`src/rtl/filter_rd_seq.sv`:
```
// filter_rd_seq: streams CHUNK_NUM consecutive filter chunks out of the filter SRAM, beat by beat.
// Ports: clk_i/rst_i (sync, active-high); start_i/abort_i with chunk_base_i/chunk_num_i control a stream;
// rd_chunk_count_o/rd_dat_count_o address the SRAM, whose combinational read returns mem_sparsemap_i/mem_data_i;
// out_* is a one-entry valid/ready register toward the PE array; busy_o, done_o report stream status.
module filter_rd_seq #(
    parameter int BUS_SIZE        = 32,
    parameter int WR_DAT_CYC_NUM  = 4,
    parameter int SRAM_FILTER_NUM = 8,
    localparam int DW = $clog2(WR_DAT_CYC_NUM),
    localparam int CW = $clog2(SRAM_FILTER_NUM)
) (
    input  logic                  clk_i,
    input  logic                  rst_i,
    input  logic                  start_i,
    input  logic                  abort_i,
    input  logic [CW-1:0]         chunk_base_i,
    input  logic [CW:0]           chunk_num_i,
    output logic [DW-1:0]         rd_dat_count_o,
    output logic [CW-1:0]         rd_chunk_count_o,
    input  logic [BUS_SIZE-1:0]   mem_sparsemap_i,
    input  logic [BUS_SIZE*8-1:0] mem_data_i,
    output logic                  out_valid_o,
    input  logic                  out_ready_i,
    output logic [BUS_SIZE-1:0]   out_sparsemap_o,
    output logic [BUS_SIZE*8-1:0] out_data_o,
    output logic                  out_chunk_last_o,
    output logic                  out_last_o,
    output logic                  busy_o,
    output logic                  done_o
);
    typedef enum logic [1:0] {IDLE, RUN, DRAIN} state_e;
    state_e                state_q, state_d;
    logic [DW-1:0]         beat_q, beat_d;
    logic [CW-1:0]         chunk_q, chunk_d;
    logic [CW:0]           rem_q, rem_d;
    logic                  valid_q, valid_d, cl_q, cl_d, last_q, last_d, done_q, done_d;
    logic [BUS_SIZE-1:0]   sm_q, sm_d;
    logic [BUS_SIZE*8-1:0] data_q, data_d;
    logic                  issue, accept, beat_last;
    assign issue     = (state_q == RUN) && (!valid_q || out_ready_i);
    assign accept    = valid_q && out_ready_i;
    assign beat_last = beat_q == DW'(WR_DAT_CYC_NUM - 1);
    // rem_q counts chunks still to be issued, including the current one
    always_comb begin
        state_d = state_q;
        beat_d  = beat_q;
        chunk_d = chunk_q;
        rem_d   = rem_q;
        valid_d = accept ? 1'b0 : valid_q;
        sm_d    = sm_q;
        data_d  = data_q;
        cl_d    = cl_q;
        last_d  = last_q;
        done_d  = 1'b0;
        if (abort_i) begin
            state_d = IDLE;
            valid_d = 1'b0;
        end else begin
            if (state_q == IDLE && start_i) begin
                if (chunk_num_i == '0) begin
                    done_d = 1'b1;
                end else begin
                    state_d = RUN;
                    chunk_d = chunk_base_i;
                    beat_d  = '0;
                    rem_d   = chunk_num_i;
                end
            end
            if (issue) begin
                valid_d = 1'b1;
                sm_d    = mem_sparsemap_i;
                data_d  = mem_data_i;
                cl_d    = beat_last;
                last_d  = beat_last && rem_q == (CW+1)'(1);
                beat_d  = beat_q + DW'(1);
                if (beat_last) begin
                    chunk_d = chunk_q + CW'(1);
                    rem_d   = rem_q - (CW+1)'(1);
                    state_d = rem_q == (CW+1)'(1) ? DRAIN : RUN;
                end
            end
            if (state_q == DRAIN && accept) begin
                state_d = IDLE;
                done_d  = 1'b1;
            end
        end
    end
    always_ff @(posedge clk_i) begin
        if (rst_i) begin
            state_q <= IDLE;
            beat_q  <= '0;
            chunk_q <= '0;
            rem_q   <= '0;
            valid_q <= 1'b0;
            sm_q    <= '0;
            data_q  <= '0;
            cl_q    <= 1'b0;
            last_q  <= 1'b0;
            done_q  <= 1'b0;
        end else begin
            state_q <= state_d;
            beat_q  <= beat_d;
            chunk_q <= chunk_d;
            rem_q   <= rem_d;
            valid_q <= valid_d;
            sm_q    <= sm_d;
            data_q  <= data_d;
            cl_q    <= cl_d;
            last_q  <= last_d;
            done_q  <= done_d;
        end
    end
    assign rd_dat_count_o   = beat_q;
    assign rd_chunk_count_o = chunk_q;
    assign out_valid_o      = valid_q;
    assign out_sparsemap_o  = sm_q;
    assign out_data_o       = data_q;
    assign out_chunk_last_o = cl_q;
    assign out_last_o       = last_q;
    assign busy_o           = state_q != IDLE;
    assign done_o           = done_q;
endmodule

```
`config.mk`:
```
export PLATFORM = sky130hd
export DESIGN_NAME = filter_rd_seq
export DESIGN_NICKNAME = d
export VERILOG_FILES = /design/src/rtl/filter_rd_seq.sv
export SDC_FILE = /design/constraint.sdc
export NUM_CORES = 1
export LEC_CHECK = 0
export CAP_MARGIN = 20
export CORE_AREA = 2 2 231 233
export DETAILED_ROUTE_END_ITERATION = 16
export DIE_AREA = 0 0 233 235
export SLEW_MARGIN = 20
export SYNTH_ARGS = -nofsm -noshare
export SYNTH_HDL_FRONTEND = slang
export SYNTH_SLANG_ARGS = --single-unit
```
`constraint.sdc`:
```
create_clock -name clk_i -period 1.63 [get_ports clk_i]
set_input_delay 0.163 -clock clk_i [delete_from_list [all_inputs] [get_ports clk_i]]
set_output_delay 0.163 -clock clk_i [all_outputs]
set_load 0.05 [all_outputs]
```
Yosys cells after proc, flatten, opt, wreduce, memory -nomap -nowiden
Index checks and enable logic that the tools add are counted.
- register bits after elaboration: 303
- input bits: 300
- word-level logic and storage cells: 56
- add/subtract/negate cells: 3
- equal/unequal tests: 5
- muxes and demuxes: 21
- bitwise gates (word level): 1
- reductions and logical operators: 16
- operators by type and width (kind ; count):
    2-bit 2-to-1 mux ; 8
    4-bit 2-to-1 mux ; 4
    3-bit 2-to-1 mux ; 4
    2-bit nonzero test ; 3
    1-bit logical AND ; 5
    1-bit 2-to-1 mux ; 5
    2-bit == test, second input constant ; 2
    4-bit by 1-bit == test with 1-bit output, second input constant ; 1
    4-bit zero test ; 1
    4-bit by 1-bit subtractor with 4-bit output, second input constant ; 1
    3-bit by 1-bit adder with 3-bit output, second input constant ; 1
    3-bit AND reduction ; 1
    3-bit OR reduction ; 1
    2-bit by 1-bit adder with 2-bit output, second input constant ; 1
    2-bit by 1-bit == test with 1-bit output, second input constant ; 1
    2-bit zero test ; 1
    2-bit != test, second input constant ; 1
    2-bit AND reduction ; 1
    2-bit OR reduction ; 1
    1-bit zero test ; 1
    1-bit logical OR ; 1
    1-bit inverter ; 1

Logic depth before layout (Yosys ltp)
- depth after elaboration: 5
- depth in mapped cells: 6

Worst setup path after synthesis
OpenSTA, ideal clock, no wires.
- path type: register to register
- start: register beat_q[0], in the netlist rd_dat_count_o[0]
- end: register chunk_q[2], in the netlist rd_chunk_count_o[2]
- arrival time: 1.610 ns
- setup slack: -0.084 ns
- cell stages (with the launch flop): 6
- cell sequence: dfxtp_1 -> ha_1 -> nand2_1 -> nor3_1 -> mux2i_1 -> a2111oi_2
- longest elaborated chain between the ends: 3
- RTL lines (element ; RTL line ; RTL):
    from (decl) ; 33 ; logic [DW-1:0] beat_q, beat_d;
    from (signal assigned) ; 102 ; beat_q <= beat_d;
    2-bit == test ; 42 ; assign beat_last = beat_q == DW'(WR_DAT_CYC_NUM - 1);
    net beat_last ; 39 ; logic issue, accept, beat_last;
    3-bit 2-to-1 mux ; 76 ; if (beat_last) begin
    3-bit 2-to-1 mux ; 69 ; if (issue) begin
    to (signal assigned) ; 103 ; chunk_q <= chunk_d;
    to (decl) ; 34 ; logic [CW-1:0] chunk_q, chunk_d;
The timed path passes the listed nets, and every way through them passes these cells.
A chain may end at the register's enable or synchronous reset.

Worst setup path in the final report
- start: register state_q[0]
- end: output port busy_o
- longest elaborated chain between the ends: 1
- RTL lines (element ; RTL line ; RTL):
    from (decl) ; 32 ; state_e state_q, state_d;
    from (signal assigned) ; 101 ; state_q <= state_d;
    2-bit nonzero test ; 120 ; assign busy_o = state_q != IDLE;
    to (decl) ; 28 ; output logic busy_o,
Every way passes these cells.

==> qor.csv <==
stage,metric,value,unit
yosys,Synth warnings,0,
worst_setup_path,R2R Setup Slk,0.11,ns
flow_run,maxcap violations,0,
worst_setup_path,R2R cell count,6,
pwr,P_leak,7.52,nW
drt,Post-route DRC,0,
layout,final design area excluding fillers,20900,um2
yosys,Post-synth EDFFs,0,
clocking,CTS Buf Count,36,
worst_setup_path,Critical Path RT,1.47,ns
sta,Setup Skew,0.00785,ns
layout,share of post-route cells with drive strength above 1,60.3,%
layout,Fillers,5179,
sta,min Tclk post-route,1.56,ns
worst_setup_path,CP Cell Sequence,or2_2 -> buf_12,
pwr,Psw,4.85,mW
drt,vias per cell,4.24,
yosys,Synth Cell Area,13900,um2
floorplan,chip width,233,um
clocking,"Reg clk slew, reported paths",0.06,ns
yosys,leading area contributor after synthesis,dfxtp_1,
yosys,"Async S/R FF share, synth",0,%
global_route,total gr overflow,0,
yosys,"Net Count, Synth",1653,
yosys,ranking of synthesized cells by area,"dfxtp_1, nand2_2, a21oi_2",
floorplan,Initial Util,26.6,%
global_route,first-pass GRT wire length,66300,um
worst_setup_path,CP top delay family,flip-flops,
placement,PortBufs,597,
global_route,initial antenna violation count,4,
drt,Routed Antenna Nets,0,
yosys,most frequent cell after synthesis,nand2_2,
sta,Pins Over Slew Limit,0,
sta,Worst-Margin Slew,0.485,ns
sta,final worst setup slack,0.0699,ns
placement,Area after DPL,19600,um2
worst_setup_path,worst setup path end,busy_o,
drt,drt pass-1 iters,4,
worst_setup_path,Setup crit start,state_q[0]$_SDFF_PP0_,
worst_setup_path,Worst path slowest cell,dfxtp_2,
yosys,Synth Flop Type,dfxtp_1,
pwr,switch share,26.0,%
worst_hold_path,HP Class,input port to register,
drt,DR iter-0 viols,312,
worst_hold_path,Hold Path Depth,3,
drt,post-DR wirelength/cell,16.1,um
clocking,CTS tree,yes,
global_route,GRT Overall Usage,15.2,%
clocking,clk_lat worst skew,0.52,ns
global_route,largest net degree at the start of global routing,59,
layout,Layout Nets,2276,
pwr,Flop pwr share,41.3,%
sta,final setup vio count,0,
layout,multi-input combinational cell area,6370,um2
layout,synthesis-to-finish area growth,50.2,%
drt,total number of vias,11400,
worst_setup_path,CP Data Arrival Time,1.40,ns
yosys,Seq cells post-synth,303,
yosys,Yosys cell types,48,
worst_setup_path,Worst setup EP type,primary output,
clocking,H-Tree Depth,2,
yosys,register area share after synthesis,43.7,%
worst_setup_path,crit path kind,register to primary output,
floorplan,Die ar.,54800,um2
clocking,deepest clock path buffer count,3,
worst_setup_path,r2r endpoint,out_data_o[72]$_SDFFE_PP0P_,
clocking,clk root buf,clkbuf_16,
pwr,Comb pwr share,15.0,%
sta,maximum clock rate,641,MHz
pwr,maximum VDD drop,0.576,mV
sta,max_slew headroom,67.8,%
worst_setup_path,r2r startpoint,out_valid_o$_SDFFE_PP0P_,
yosys,cell count after synthesis,1349,
layout,FF+latch area,6070,um2
pwr,Clk pwr share,43.7,%
floorplan,Ports,598,
worst_setup_path,Setup crit start kind,register,
global_route,vias in the first global route,11600,
sta,setup TNS,0,ns
placement,DP Worst Slack,-0.218,ns
pwr,pwr dens,895,nW/um2
sta,fin crit share,95.7,%
floorplan,Rows,84,
run_status,outcome,"complete, no violations",
yosys,most common library cells after synthesis,"nand2_2, dfxtp_1, a21oi_2",
worst_setup_path,worst-path fanout max,7,
sta,RSZ-0062 raised after global routing,true,
sta,final hold violations,0,
pwr,internal power,13.8,mW
floorplan,die height,235,um
yosys,post-synth top area share,43.7,%
worst_setup_path,CP max stage delay,0.36,ns
floorplan,Core Area,52200,um2
worst_setup_path,WP buf/inv,1,
placement,gpl congestion,0.783,
placement,Detail Placement HPWL,32900,um
worst_setup_path,Crit path depth,2,
yosys,"Avg Cell Area, Syn",10.3,um2
drt,WL final,43300,um
clocking,Sink Count,303,
power groups by stage:
stage          clock (mW)  sequential [mW]  combinational (mW)
2_1_floorplan           0             8.46               0.964
6_report             8.15             7.71                2.81
3_5_place_dp            0             7.87                2.82
3_3_place_gp            0             7.87                2.80
4_1_cts              8.43             7.71                2.83
5_1_grt              8.72             7.73                2.96
timing repair:
item                                    4_1_cts  5_1_grt
setup buffers                                 0        1
endpoints found under the hold margin         5        0
endpoints found under the setup margin        2        5
cloned                                        0        0
gates resized for setup                       2        1
hold buffers                                  1        0
layout make-up:
class,count,area share [%]
timing repair buffer,686,30.3
inverter,8,0.144
multi-input combinational,937,30.6
sequential,303,29.1
tap,688,4.13
clock inverter,2,0.168
clock buffer,61,5.54
antenna,5,0.0600
worst reg2reg max path, delay by kind of cell (launching register included):
| kind | cells | cell delay, ns |
|---|---|---|
| simple gates | 3 | 0.57 |
| buf+inv | 2 | 0.44 |
| flops | 1 | 0.34 |
| compound gates | 1 | 0.11 |
cell usage in the layout (no fill, tap or decap), drive strengths merged, types with 2 or more instances in the layout:
master / count
and4: 2
o211ai: 2
a21oi: 297
inv: 8
a211oi: 2
nand2: 587
nand2b: 4
nor2: 2
mux2i: 2
a22oi: 3
ha: 4
dfxtp: 303
diode: 5
nor3: 4
o22ai: 4
clkdlybuf4s50: 298
nand3: 2
or2: 3
buf: 386
o32ai: 3
clkbuf: 61
routing by layer:
| layer | vias to the layer above | GRT usage (%) | share of wire, % |
|---|---|---|---|
| li1 | 5627 | - | - |
| met1 | 5314 | 17.1 | 39 |
| met2 | 377 | 26.2 | 49 |
| met3 | 79 | 5.76 | 9.0 |
| met4 | 0 | 5.23 | 3.0 |
| met5 | - | 0 | 0 |
how the worst min path moves through the flow:
stage / from / endpoint / slack (ns)
after floorplan: mem_data_i[0] / out_data_o[0]$_SDFFE_PP0P_ / 0.29
after global placement: out_data_o[117]$_SDFFE_PP0P_ / out_data_o[117]$_SDFFE_PP0P_ / 0.45
after detailed placement: out_data_o[208]$_SDFFE_PP0P_ / out_data_o[208]$_SDFFE_PP0P_ / 0.45
after CTS: mem_data_i[203] / out_data_o[203]$_SDFFE_PP0P_ / 0.15
after global routing: mem_data_i[104] / out_data_o[104]$_SDFFE_PP0P_ / 0.16
final: mem_data_i[203] / out_data_o[203]$_SDFFE_PP0P_ / 0.19
through the flow:
step / utilization (%) / hold slack (ns) / power [mW] / std cells
finish: 39.9 / 0.192 / 18.7 / 2690
global route: 39.9 / 0.164 / 19.4 / 2688
CTS: 39.9 / 0.148 / 19.0 / 2684
detailed placement: 37.6 / 0.450 / 10.7 / 2620
global placement: 37.6 / 0.449 / 10.7 / 2620
floorplan: - / 0.290 / 9.42 / 1349
state kept, by name, indices dropped and copies added (netlist names):
| register | count |
|---|---|
| out_data_o | 256 |
| state_q | 2 |
| out_sparsemap_o | 32 |
| done_o | 1 |
| rem_q | 4 |
| out_last_o | 1 |
| rd_chunk_count_o | 3 |
| rd_dat_count_o | 2 |
| out_valid_o | 1 |
| out_chunk_last_o | 1 |
cells by family after synthesis:
group                      synth area share (%)
xor gates and xnor gates                 0.0631
muxes                                     0.144
buffers and inverters                      10.5
and+or+nand+nor                            25.5
DFF                                        43.7
adders and majority gates                 0.360
AOI/OAI and AO/OA                          19.8
No activity file was read; power rests on OpenSTA's default activity.
